===== config.mk =====
export PLATFORM = sky130hd
export DESIGN_NAME = relay_link_arbiter_flat
export DESIGN_NICKNAME = d
export VERILOG_FILES = /design/src/rtl/relay_link_arbiter_if.sv /design/src/rtl/relay_link_arbiter.sv /design/src/flat_wrapper.sv
export SDC_FILE = /design/constraint.sdc
export NUM_CORES = 1
export LEC_CHECK = 0
export CORE_MARGIN = 3
export CORE_UTILIZATION = 50
export CTS_CLUSTER_DIAMETER = 200
export CTS_CLUSTER_SIZE = 14
export DETAILED_ROUTE_END_ITERATION = 8
export GPL_TIMING_DRIVEN = 1
export PLACE_DENSITY = 0.84
export SETUP_SLACK_MARGIN = 0.02
export SLEW_MARGIN = 15
export SYNTH_ARGS = -nofsm -noshare
export SYNTH_HDL_FRONTEND = slang
export SYNTH_SLANG_ARGS = --single-unit

===== constraint.sdc =====
create_clock -name clk -period 4.7 [get_ports clk]
set_clock_uncertainty 0.15 [all_clocks]
set_input_delay 0.94 -clock clk [delete_from_list [all_inputs] [get_ports clk]]
set_output_delay 0.94 -clock clk [all_outputs]
set_load 0.05 [all_outputs]

===== src/rtl/relay_link_arbiter_if.sv =====
// relay_link_arbiter_if: request/frame/status bundle between the two frame
// sources and the relay link arbiter.
// master = requester side, slave = arbiter side.
interface relay_link_arbiter_if #(
  parameter int DATA_W = 32
);
  logic [1:0]        req;
  logic [DATA_W-1:0] frame0;
  logic [DATA_W-1:0] frame1;
  logic [1:0]        ack;
  logic [1:0]        done;
  logic [1:0]        gnt;
  logic              busy;
  logic              data_out;

  modport master (
    output req, frame0, frame1,
    input  ack, done, gnt, busy, data_out
  );

  modport slave (
    input  req, frame0, frame1,
    output ack, done, gnt, busy, data_out
  );
endinterface


===== src/rtl/relay_link_arbiter.sv =====
// relay_link_arbiter: shares one serial relay link between the reader
// (requester 0) and the tag side (requester 1). Each granted frame is sent
// as a 32-bit preamble, a DATA_W-bit payload (MSB first), then GUARD_LEN
// idle zeros. The cycle after the frame has a one-cycle done pulse.
// Optional build macro RELAY_ARB_FIXED_PRIO_EN: requester 0 always wins
// contention; otherwise contention is resolved round-robin.
module relay_link_arbiter #(
  parameter int          DATA_W    = 32,
  parameter int          GUARD_LEN = 8,
  parameter logic [31:0] PREAMBLE  = 32'hFFFF0000
) (
  input  logic                clk,
  input  logic                reset,
  relay_link_arbiter_if.slave bus
);

  typedef enum logic [1:0] {
    S_IDLE  = 2'd0,
    S_PRE   = 2'd1,
    S_PAY   = 2'd2,
    S_GUARD = 2'd3
  } state_t;

  // Counter reload values: each state lasts (reload + 1) cycles.
  localparam logic [7:0] PRE_LAST = 8'd31;
  localparam logic [7:0] PAY_LAST = 8'(DATA_W - 1);
  localparam logic [7:0] GRD_LAST = (GUARD_LEN > 0) ? 8'(GUARD_LEN - 1) : 8'd0;

  function automatic logic [1:0] onehot(input logic idx);
    return idx ? 2'b10 : 2'b01;
  endfunction

  state_t            r_state;
  state_t            w_state_nx;
  logic [7:0]        r_cnt;
  logic [7:0]        w_cnt_nx;
  logic [DATA_W-1:0] r_shift;
  logic [DATA_W-1:0] w_shift_nx;
  logic              r_owner;
  logic              w_owner_nx;
  logic              w_win;
  logic              w_start;

  logic [1:0]        r_ack;
  logic [1:0]        r_gnt;
  logic [1:0]        r_done;
  logic              r_busy;
  logic              r_data;
  logic [1:0]        w_ack_nx;
  logic [1:0]        w_gnt_nx;
  logic [1:0]        w_done_nx;
  logic              w_busy_nx;
  logic              w_data_nx;

`ifndef RELAY_ARB_FIXED_PRIO_EN
  // Index of the most recent winner; reset to 1 so requester 0 wins first.
  logic              r_last_gnt;
`endif

  // Pick the winner among active requesters for this IDLE cycle.
  always_comb begin
    w_win = 1'b0;
`ifdef RELAY_ARB_FIXED_PRIO_EN
    w_win = ~bus.req[0];
`else
    case (bus.req)
      2'b10:   w_win = 1'b1;
      2'b11:   w_win = ~r_last_gnt;
      default: w_win = 1'b0;
    endcase
`endif
  end

  assign w_start = (r_state == S_IDLE) && (bus.req != 2'b00);

  // State, counter and payload register updates.
  always_ff @(posedge clk) begin
    if (reset) begin
      r_state <= S_IDLE;
      r_cnt   <= 8'd0;
      r_owner <= 1'b0;
    end else begin
      r_state <= w_state_nx;
      r_cnt   <= w_cnt_nx;
      r_owner <= w_owner_nx;
    end
  end

  // Round-robin history, only moves when a frame is granted.
`ifndef RELAY_ARB_FIXED_PRIO_EN
  always_ff @(posedge clk) begin
    if (reset) begin
      r_last_gnt <= 1'b1;
    end else if (w_start) begin
      r_last_gnt <= w_win;
    end
  end
`endif

  // Payload shifter is pure data and needs no reset.
  always_ff @(posedge clk) begin
    r_shift <= w_shift_nx;
  end

  // Next-state, counter, shifter and owner logic.
  always_comb begin
    w_state_nx = r_state;
    w_cnt_nx   = r_cnt;
    w_shift_nx = r_shift;
    w_owner_nx = r_owner;
    case (r_state)
      S_IDLE: begin
        if (w_start) begin
          w_state_nx = S_PRE;
          w_cnt_nx   = PRE_LAST;
          w_shift_nx = w_win ? bus.frame1 : bus.frame0;
          w_owner_nx = w_win;
        end
      end
      S_PRE: begin
        if (r_cnt == 8'd0) begin
          w_state_nx = S_PAY;
          w_cnt_nx   = PAY_LAST;
        end else begin
          w_cnt_nx = r_cnt - 8'd1;
        end
      end
      S_PAY: begin
        if (r_cnt == 8'd0) begin
          if (GUARD_LEN == 0) begin
            w_state_nx = S_IDLE;
          end else begin
            w_state_nx = S_GUARD;
            w_cnt_nx   = GRD_LAST;
          end
        end else begin
          w_cnt_nx   = r_cnt - 8'd1;
          w_shift_nx = r_shift << 1;
        end
      end
      S_GUARD: begin
        if (r_cnt == 8'd0) begin
          w_state_nx = S_IDLE;
        end else begin
          w_cnt_nx = r_cnt - 8'd1;
        end
      end
      default: w_state_nx = S_IDLE;
    endcase
  end

  // Output values for the coming cycle, derived from the next state so
  // that every output can be registered without an extra cycle of lag.
  always_comb begin
    w_data_nx = 1'b0;
    w_ack_nx  = 2'b00;
    w_gnt_nx  = 2'b00;
    w_done_nx = 2'b00;
    w_busy_nx = 1'b0;
    case (w_state_nx)
      S_PRE:   w_data_nx = PREAMBLE[w_cnt_nx[4:0]];
      S_PAY:   w_data_nx = w_shift_nx[DATA_W-1];
      default: w_data_nx = 1'b0;
    endcase
    if (w_state_nx != S_IDLE) begin
      w_busy_nx = 1'b1;
      w_gnt_nx  = onehot(w_owner_nx);
    end
    if (w_start) begin
      w_ack_nx = onehot(w_win);
    end
    if ((r_state != S_IDLE) && (w_state_nx == S_IDLE)) begin
      w_done_nx = onehot(r_owner);
    end
  end

  // Registered outputs; reset drops everything to zero with no done pulse.
  always_ff @(posedge clk) begin
    if (reset) begin
      r_ack  <= 2'b00;
      r_gnt  <= 2'b00;
      r_done <= 2'b00;
      r_busy <= 1'b0;
      r_data <= 1'b0;
    end else begin
      r_ack  <= w_ack_nx;
      r_gnt  <= w_gnt_nx;
      r_done <= w_done_nx;
      r_busy <= w_busy_nx;
      r_data <= w_data_nx;
    end
  end

  assign bus.ack      = r_ack;
  assign bus.gnt      = r_gnt;
  assign bus.done     = r_done;
  assign bus.busy     = r_busy;
  assign bus.data_out = r_data;

endmodule


===== src/flat_wrapper.sv =====
// flat-port wrapper written by rule: the top's interface ports become plain ports
module relay_link_arbiter_flat 
#(
  parameter int          DATA_W    = 32,
  parameter int          GUARD_LEN = 8,
  parameter logic [31:0] PREAMBLE  = 32'hFFFF0000
)
  (clk, reset, bus_req, bus_frame0, bus_frame1, bus_ack, bus_done, bus_gnt, bus_busy, bus_data_out);
  relay_link_arbiter_if #(.DATA_W(DATA_W)) bus_i ();
  input  logic clk;
  input  logic reset;
  input wire logic [$bits(bus_i.req)-1:0] bus_req;
  input wire logic [$bits(bus_i.frame0)-1:0] bus_frame0;
  input wire logic [$bits(bus_i.frame1)-1:0] bus_frame1;
  output wire logic [$bits(bus_i.ack)-1:0] bus_ack;
  output wire logic [$bits(bus_i.done)-1:0] bus_done;
  output wire logic [$bits(bus_i.gnt)-1:0] bus_gnt;
  output wire logic [$bits(bus_i.busy)-1:0] bus_busy;
  output wire logic [$bits(bus_i.data_out)-1:0] bus_data_out;
  assign bus_i.req = bus_req;
  assign bus_i.frame0 = bus_frame0;
  assign bus_i.frame1 = bus_frame1;
  assign bus_ack = bus_i.ack;
  assign bus_done = bus_i.done;
  assign bus_gnt = bus_i.gnt;
  assign bus_busy = bus_i.busy;
  assign bus_data_out = bus_i.data_out;
  relay_link_arbiter #(.DATA_W(DATA_W), .GUARD_LEN(GUARD_LEN), .PREAMBLE(PREAMBLE)) u_core (.clk(clk), .reset(reset), .bus(bus_i));
endmodule

==> results.tsv, run 1 <==
stage	metric	value	unit
status	status	finished clean	
route	vias	2037	
clocking	tritoncts	done	
route	dr.pass1.iters	7	
clocking	cts_max_path_buffers	2	
cells_and_area	final_cell_mix	clkdlybuf4s50_1, inv_1, edfxtp_1, a222oi_1, dfxtp_1	
worst_setup_path	crit_type	in -> reg	
worst_setup_path	required	4.74	ns
floorplan	core-area	4500	um^2
floorplan	rows	24	
worst_setup_path	slowest_delay	0.50	ns
grt	antenna_found_initial	0	
floorplan	start_util	0.534	
clocking	cts_setup_buffers	0	
route	drt_iter0_markers	278	
grt	overflow	0	
placement	place.gp.congestion	0.851	
worst_setup_path	crit_family	compound AO/OA/AOI/OAI gates	
synth	async_flop_share	0	
route	routedWlPerCell	16.4	um
pwr	powerDensity	357	nW/um^2
synth	yosysTopAreaCell	edfxtp_1	
cells_and_area	syn_to_final_growth	36.1	%
sta	finalHoldViolations	0	
pwr	p_seq_frac	0.513	
sta	timing.hold.ws	0.315	ns
route	drc	0	
grt	grt_pass1_vias	1826	
clocking	cts_made_buffers	5	
cells_and_area	n_antenna_cell	0	
worst_setup_path	path_max_fanout	7	
floorplan	dieArea	5680	um^2
grt	gr-usage-all-layers	0.195	
pwr	power_frac_comb	0.231	
clocking	path_clk_slew	0.10	ns
worst_setup_path	crit_path_end_kind	flip-flop	
synth	synth_area_leaders	edfxtp_1, dfxtp_1, a222oi_1	
job	maxCapViolCount	0	
route	ant_nets	0	
worst_setup_path	cp_cell_sequence	clkdlybuf4s50_1 > o21ai_0 > o21ai_1 > a21oi_1 > ha_1 > nor2b_1 > o211ai_1 > o22ai_1	
sta	slew_violations	0	
clocking	cts-resized-gates	0	
pwr	p_int	0.849	mW
clocking	clock_latency	0.30	ns
pwr	leakage	1.37	nW
worst_setup_path	arrival	2.95	ns
worst_hold_path	hold_path.class	reg -> reg	
grt	grt_max_degree	34	
synth	syn_area	2410	um^2
clocking	cts_root_buf	clkbuf_8	
pwr	peakVddDrop	210	uV
floorplan	die_x	75.4	um
cells_and_area	instances_no_fill	339	
synth	ys_seq_area_frac	0.562	
synth	synth-seq-cells	52	
placement	port-buffer-count	75	
sta	slew_headroom	0.545	
sta	fin_crit	2.91	ns
placement	placed_cells	330	
sta	setup_tns	0	ns
route	routed_wl	5570	um
sta	worst_slack	1.79	ns
clocking	hold_buffers	0	
sta	tightest_slew	0.681	ns
pwr	switching_share	0.275	
route	viasPerCell	6.01	
floorplan	fp.dieH	75.4	um
floorplan	io_pins	76	
sta	finalSetupViolCount	0	
synth	synthFlopType	edfxtp_1	
synth	synth-edff-count	31	
sta	post-route-period-util	0.619	
sta	rsz0062_at_grt	false	
cells_and_area	layout_commonest_cell	clkdlybuf4s50_1	
placement	dp_hpwl	3930	um
synth	ys_types	41	
clocking	clock_sinks	52	
pwr	p_clk_frac	0.256	
sta	fmax	343	MHz
pwr	switchingPower	0.322	mW
clocking	h-tree-depth	2	
grt	grt_pass1_wl	8410	um
worst_setup_path	cp_slowest_cell	clkdlybuf4s50_1	
synth	yosysTopAreaCellShare	0.387	
synth	synth.yosys.warnings	0	
worst_setup_path	critPathBufInv	1	
synth	synth_fp_nets	289	
cells_and_area	fin_nets	358	
cells_and_area	drive_gt1_frac	0.0557	
worst_setup_path	startpoint_type	primary input	
placement	dpl_worst_slack	1.38	ns
synth	synth_cells	217	
synth	syn_avg_cell_area	11.1	um^2
==> layout make-up <==
type | count | area, um^2
Sequential cell | 52 | 1350
Fill cell | 334 | 1230
Multi-Input combinational cell | 113 | 840
Timing Repair Buffer | 77 | 769
Inverter | 37 | 139
Clock buffer | 5 | 68.8
Tap cell | 52 | 65.1
Clock inverter | 3 | 42.5
==> worst register-to-register path, stage by stage (launching register included) <==
cell	delay, ns
dfxtp_1	0.37
or4_4	0.56
nor3_4	0.50
nand2_1	0.14
xnor2_1	0.37
ha_1	0.31
nor2b_1	0.15
o211ai_1	0.12
o22ai_1	0.09
==> worst paths after layout <==
path	start	endpoint	slack, ns	cells after the start
max	bus_req[0]	u_core.bus.data_out	1.79	8
min	u_core.r_owner	u_core.bus.done[0]	0.32	1
max reg2reg	u_core.r_cnt[3]	u_core.bus.data_out	1.82	8
min reg2reg	u_core.r_owner	u_core.bus.done[0]	0.32	1
==> registers in the layout (all words and copies together), names as in the netlist <==
register and cells:
u_core.r_shift 32, u_core.bus.busy 1, u_core.r_owner 1, u_core.r_state 2
u_core.r_last_gnt 1, u_core.r_cnt 8, u_core.bus.data_out 1, u_core.bus.gnt 2
u_core.bus.done 2, u_core.bus.ack 2
==> cells by family (layout without fill, tap and decap cells) <==
logic type                 Yosys count  count (layout)  share of synthesized area
DFF                                 52              52                      0.562
buffers and inverters               52             122                     0.0936
adders and majority gates            4               4                     0.0208
xor gates and xnor gates             2               2                    0.00728
AOI/OAI and AO/OA                   61              61                      0.211
muxes                                1               1                    0.00468
and+or+nand+nor                     45              45                      0.101
==> cell usage after synthesis (3+ instances only) <==
master and count:
nor3_1 5, inv_1 37, a311oi_1 3, nand2b_1 4, o21ai_0 3, a222oi_1 30, edfxtp_1 31, a21oi_1 9
nor2b_1 3, nor2_1 15, nand2_1 6, buf_6 4, dfxtp_1 21, clkbuf_1 11, ha_1 4
==> through the flow <==
step / power, mW / area, um^2 / util
2_1_floorplan: 0.766 / 2410 / -
3_3_place_gp: 0.866 / 3150 / 0.699
3_5_place_dp: 0.877 / 3150 / 0.699
4_1_cts: 1.18 / 3260 / 0.723
5_1_grt: 1.23 / 3280 / 0.727
6_report: 1.17 / 3280 / 0.727
==> power by group through the flow <==
stage | sequential [mW] | clock (mW) | combinational (mW)
2_1_floorplan | 0.623 | 0 | 0.143
3_3_place_gp | 0.608 | 0 | 0.259
3_5_place_dp | 0.610 | 0 | 0.267
4_1_cts | 0.600 | 0.308 | 0.267
5_1_grt | 0.608 | 0.324 | 0.297
6_report | 0.601 | 0.300 | 0.270
==> per-layer routing <==
metal | track usage | vias to the layer above | part of all wire
met1 | 0.259 | 954 | 0.40
li1 | - | 969 | -
met4 | 0.0816 | 0 | 0.012
met2 | 0.307 | 108 | 0.50
met5 | 0 | - | 0
met3 | 0.0475 | 6 | 0.086
No activity file was read; power rests on OpenSTA's default activity.
==> run 2: changes to the inputs <==
--- a/config.mk
+++ b/config.mk
@@ -6,12 +6,12 @@
 export NUM_CORES = 1
 export LEC_CHECK = 0
 export CORE_MARGIN = 3
-export CORE_UTILIZATION = 50
+export CORE_UTILIZATION = 42
 export CTS_CLUSTER_DIAMETER = 200
 export CTS_CLUSTER_SIZE = 14
 export DETAILED_ROUTE_END_ITERATION = 8
 export GPL_TIMING_DRIVEN = 1
-export PLACE_DENSITY = 0.84
+export PLACE_DENSITY = 0.75
 export SETUP_SLACK_MARGIN = 0.02
 export SLEW_MARGIN = 15
 export SYNTH_ARGS = -nofsm -noshare
==> constraint.sdc (replaced) <==
create_clock -name clk -period 2.6 [get_ports clk]
set_clock_uncertainty 0.15 [all_clocks]
set_input_delay 0.52 -clock clk [delete_from_list [all_inputs] [get_ports clk]]
set_output_delay 0.52 -clock clk [all_outputs]
set_load 0.05 [all_outputs]
==> run 2 against run 1 <==
Clock-buffer cell count rose by 1; flip-flop and latch count stayed put; via count is 0.83% higher; critical endpoint unchanged; largest cell class unchanged; largest power group unchanged; critical path depth did not move.
==> results.tsv, run 2 (synthesized netlist as in run 1, its figures left out) <==
stage	metric	value	unit
status	status	finished clean	
placement	port-buffer-count	75	
floorplan	io_pins	76	
floorplan	rows	26	
worst_setup_path	ff2ff_setup_slack	0.17	ns
cells_and_area	largest_register_ffs	32	
job	maxCapViolCount	0	
route	vias	2054	
clocking	tritoncts	done	
worst_setup_path	crit_path_end_kind	flip-flop	
route	viasPerCell	5.58	
worst_hold_path	worstHoldStart	u_core.r_owner	
clocking	cts_setup_buffers	0	
placement	dp_hpwl	4130	um
route	drt_iter0_markers	232	
cells_and_area	fin_area	3410	um^2
placement	place.gp.congestion	0.814	
worst_setup_path	rr_startpoint	u_core.r_cnt[5]	
sta	slew_headroom	0.544	
floorplan	die_x	81.7	um
worst_setup_path	reg2reg_depth	8	
pwr	peakVddDrop	367	uV
worst_setup_path	r2r-end	u_core.bus.data_out	
cells_and_area	fin_nets	369	
sta	fin_crit	2.43	ns
floorplan	start_util	0.451	
grt	gr-usage-all-layers	0.175	
grt	antenna_found_initial	0	
route	routed_wl	5850	um
grt	grt_pass1_vias	1917	
worst_hold_path	holdPathStages	1	
pwr	leakage	1.44	nW
clocking	path_clk_slew	0.09	ns
cells_and_area	layout_commonest_cell	clkdlybuf4s50_1	
cells_and_area	n_antenna_cell	0	
sta	slew_violations	0	
floorplan	fp.dieH	81.7	um
worst_setup_path	path_max_fanout	7	
cells_and_area	syn_to_final_growth	41.9	%
sta	post-route-period-util	0.935	
cells_and_area	drive_gt1_frac	0.0973	
clocking	clock_latency	0.30	ns
grt	grt_pass1_wl	8890	um
grt	grt_max_degree	33	
pwr	report.power.total	2.10	mW
cells_and_area	top_register	u_core.r_shift	
clocking	cts_made_buffers	5	
cells_and_area	instances_no_fill	368	
sta	finalHoldViolations	0	
floorplan	core-area	5340	um^2
placement	dpl_cell_area	3300	um^2
worst_hold_path	hold_path.class	reg -> reg	
worst_setup_path	crit_start	u_core.r_cnt[5]	
clocking	cts_max_path_buffers	2	
placement	placed_cells	360	
route	ant_nets	0	
worst_setup_path	endpoint	u_core.bus.data_out	
floorplan	dieArea	6670	um^2
sta	fmax	411	MHz
route	routedWlPerCell	15.9	um
route	drc	0	
clocking	h-tree-depth	2	
sta	finalSetupViolCount	0	
cells_and_area	reg_top3	u_core.r_shift (32), u_core.r_cnt (8)	
sta	tightest_slew	0.682	ns
cells_and_area	final_cell_mix	clkdlybuf4s50_1, inv_1, edfxtp_1, a222oi_1, dfxtp_1	
clocking	cts_root_buf	clkbuf_8	
worst_setup_path	required	2.64	ns
sta	setup_tns	0	ns
pwr	powerDensity	616	nW/um^2
sta	rsz0062_at_grt	false	
worst_setup_path	startpoint_type	flip-flop	
route	dr.pass1.iters	6	
worst_setup_path	crit_type	reg -> reg	
worst_setup_path	arrival	2.47	ns
grt	overflow	0	
clocking	clock_sinks	52	
run 2: cell types whose count changed in the layout (fill, tap and decap cells not counted), sizes merged:
cell	delta
buf	+11
bufinv	-1
clkbuf	+1
clkinvlp	-1
inv	+1
run 2: final cells by class:
class / instances / area (um^2)
timing repair buffer: 88 / 890
clock inverter: 2 / 13.8
multi-input combinational: 113 / 851
tap: 70 / 87.6
inverter: 37 / 139
sequential: 52 / 1350
clock buffer: 6 / 82.6
fill: 446 / 1920
run 2: routing by layer:
metal | global-route usage | vias up | wire (um)
met3 | 0.0504 | 12 | 403
met2 | 0.274 | 76 | 2820
met1 | 0.232 | 975 | 2470
met5 | 0 | - | 0
met4 | 0.0648 | 0 | 161
li1 | - | 991 | -
run 2: worst min-delay path by stage:
stage / end / slack, ns
2_1_floorplan: u_core.bus.done[0] / 0.27
3_3_place_gp: u_core.bus.done[0] / 0.30
3_5_place_dp: u_core.bus.done[0] / 0.29
4_1_cts: u_core.bus.done[0] / 0.31
5_1_grt: u_core.bus.done[0] / 0.34
6_report: u_core.bus.done[0] / 0.30
run 2: through the flow:
step / utilization / setup WS (ns) / hold WS [ns]
global route: 0.640 / 0.00457 / 0.335
CTS: 0.636 / 0.0770 / 0.307
floorplan: - / 0.175 / 0.267
detailed placement: 0.618 / 0.0999 / 0.294
global placement: 0.618 / 0.164 / 0.296
finish: 0.640 / 0.169 / 0.304
run 2: critical path, cell delays in order (launching register included):
cell      delay (ns)
dfxtp_1         0.37
or4_4           0.54
nor3_4          0.34
nand2_2         0.12
xnor2_2         0.16
ha_1            0.28
nor2b_2         0.16
o211ai_1        0.11
o22ai_1         0.09
run 2: timing repair:
item | in CTS | in global routing
hold endpoints to repair | 0 | 0
setup endpoints to repair | 0 | 1
resized for setup | 0 | 4
hold buffers | 0 | 0
run 2: power breakdown:
group	total, mW	switching, mW	internal (mW)
clock	0.485	0.267	0.218
sequential	1.08	0.0550	1.02
combinational	0.540	0.276	0.264
total	2.10	0.598	1.51
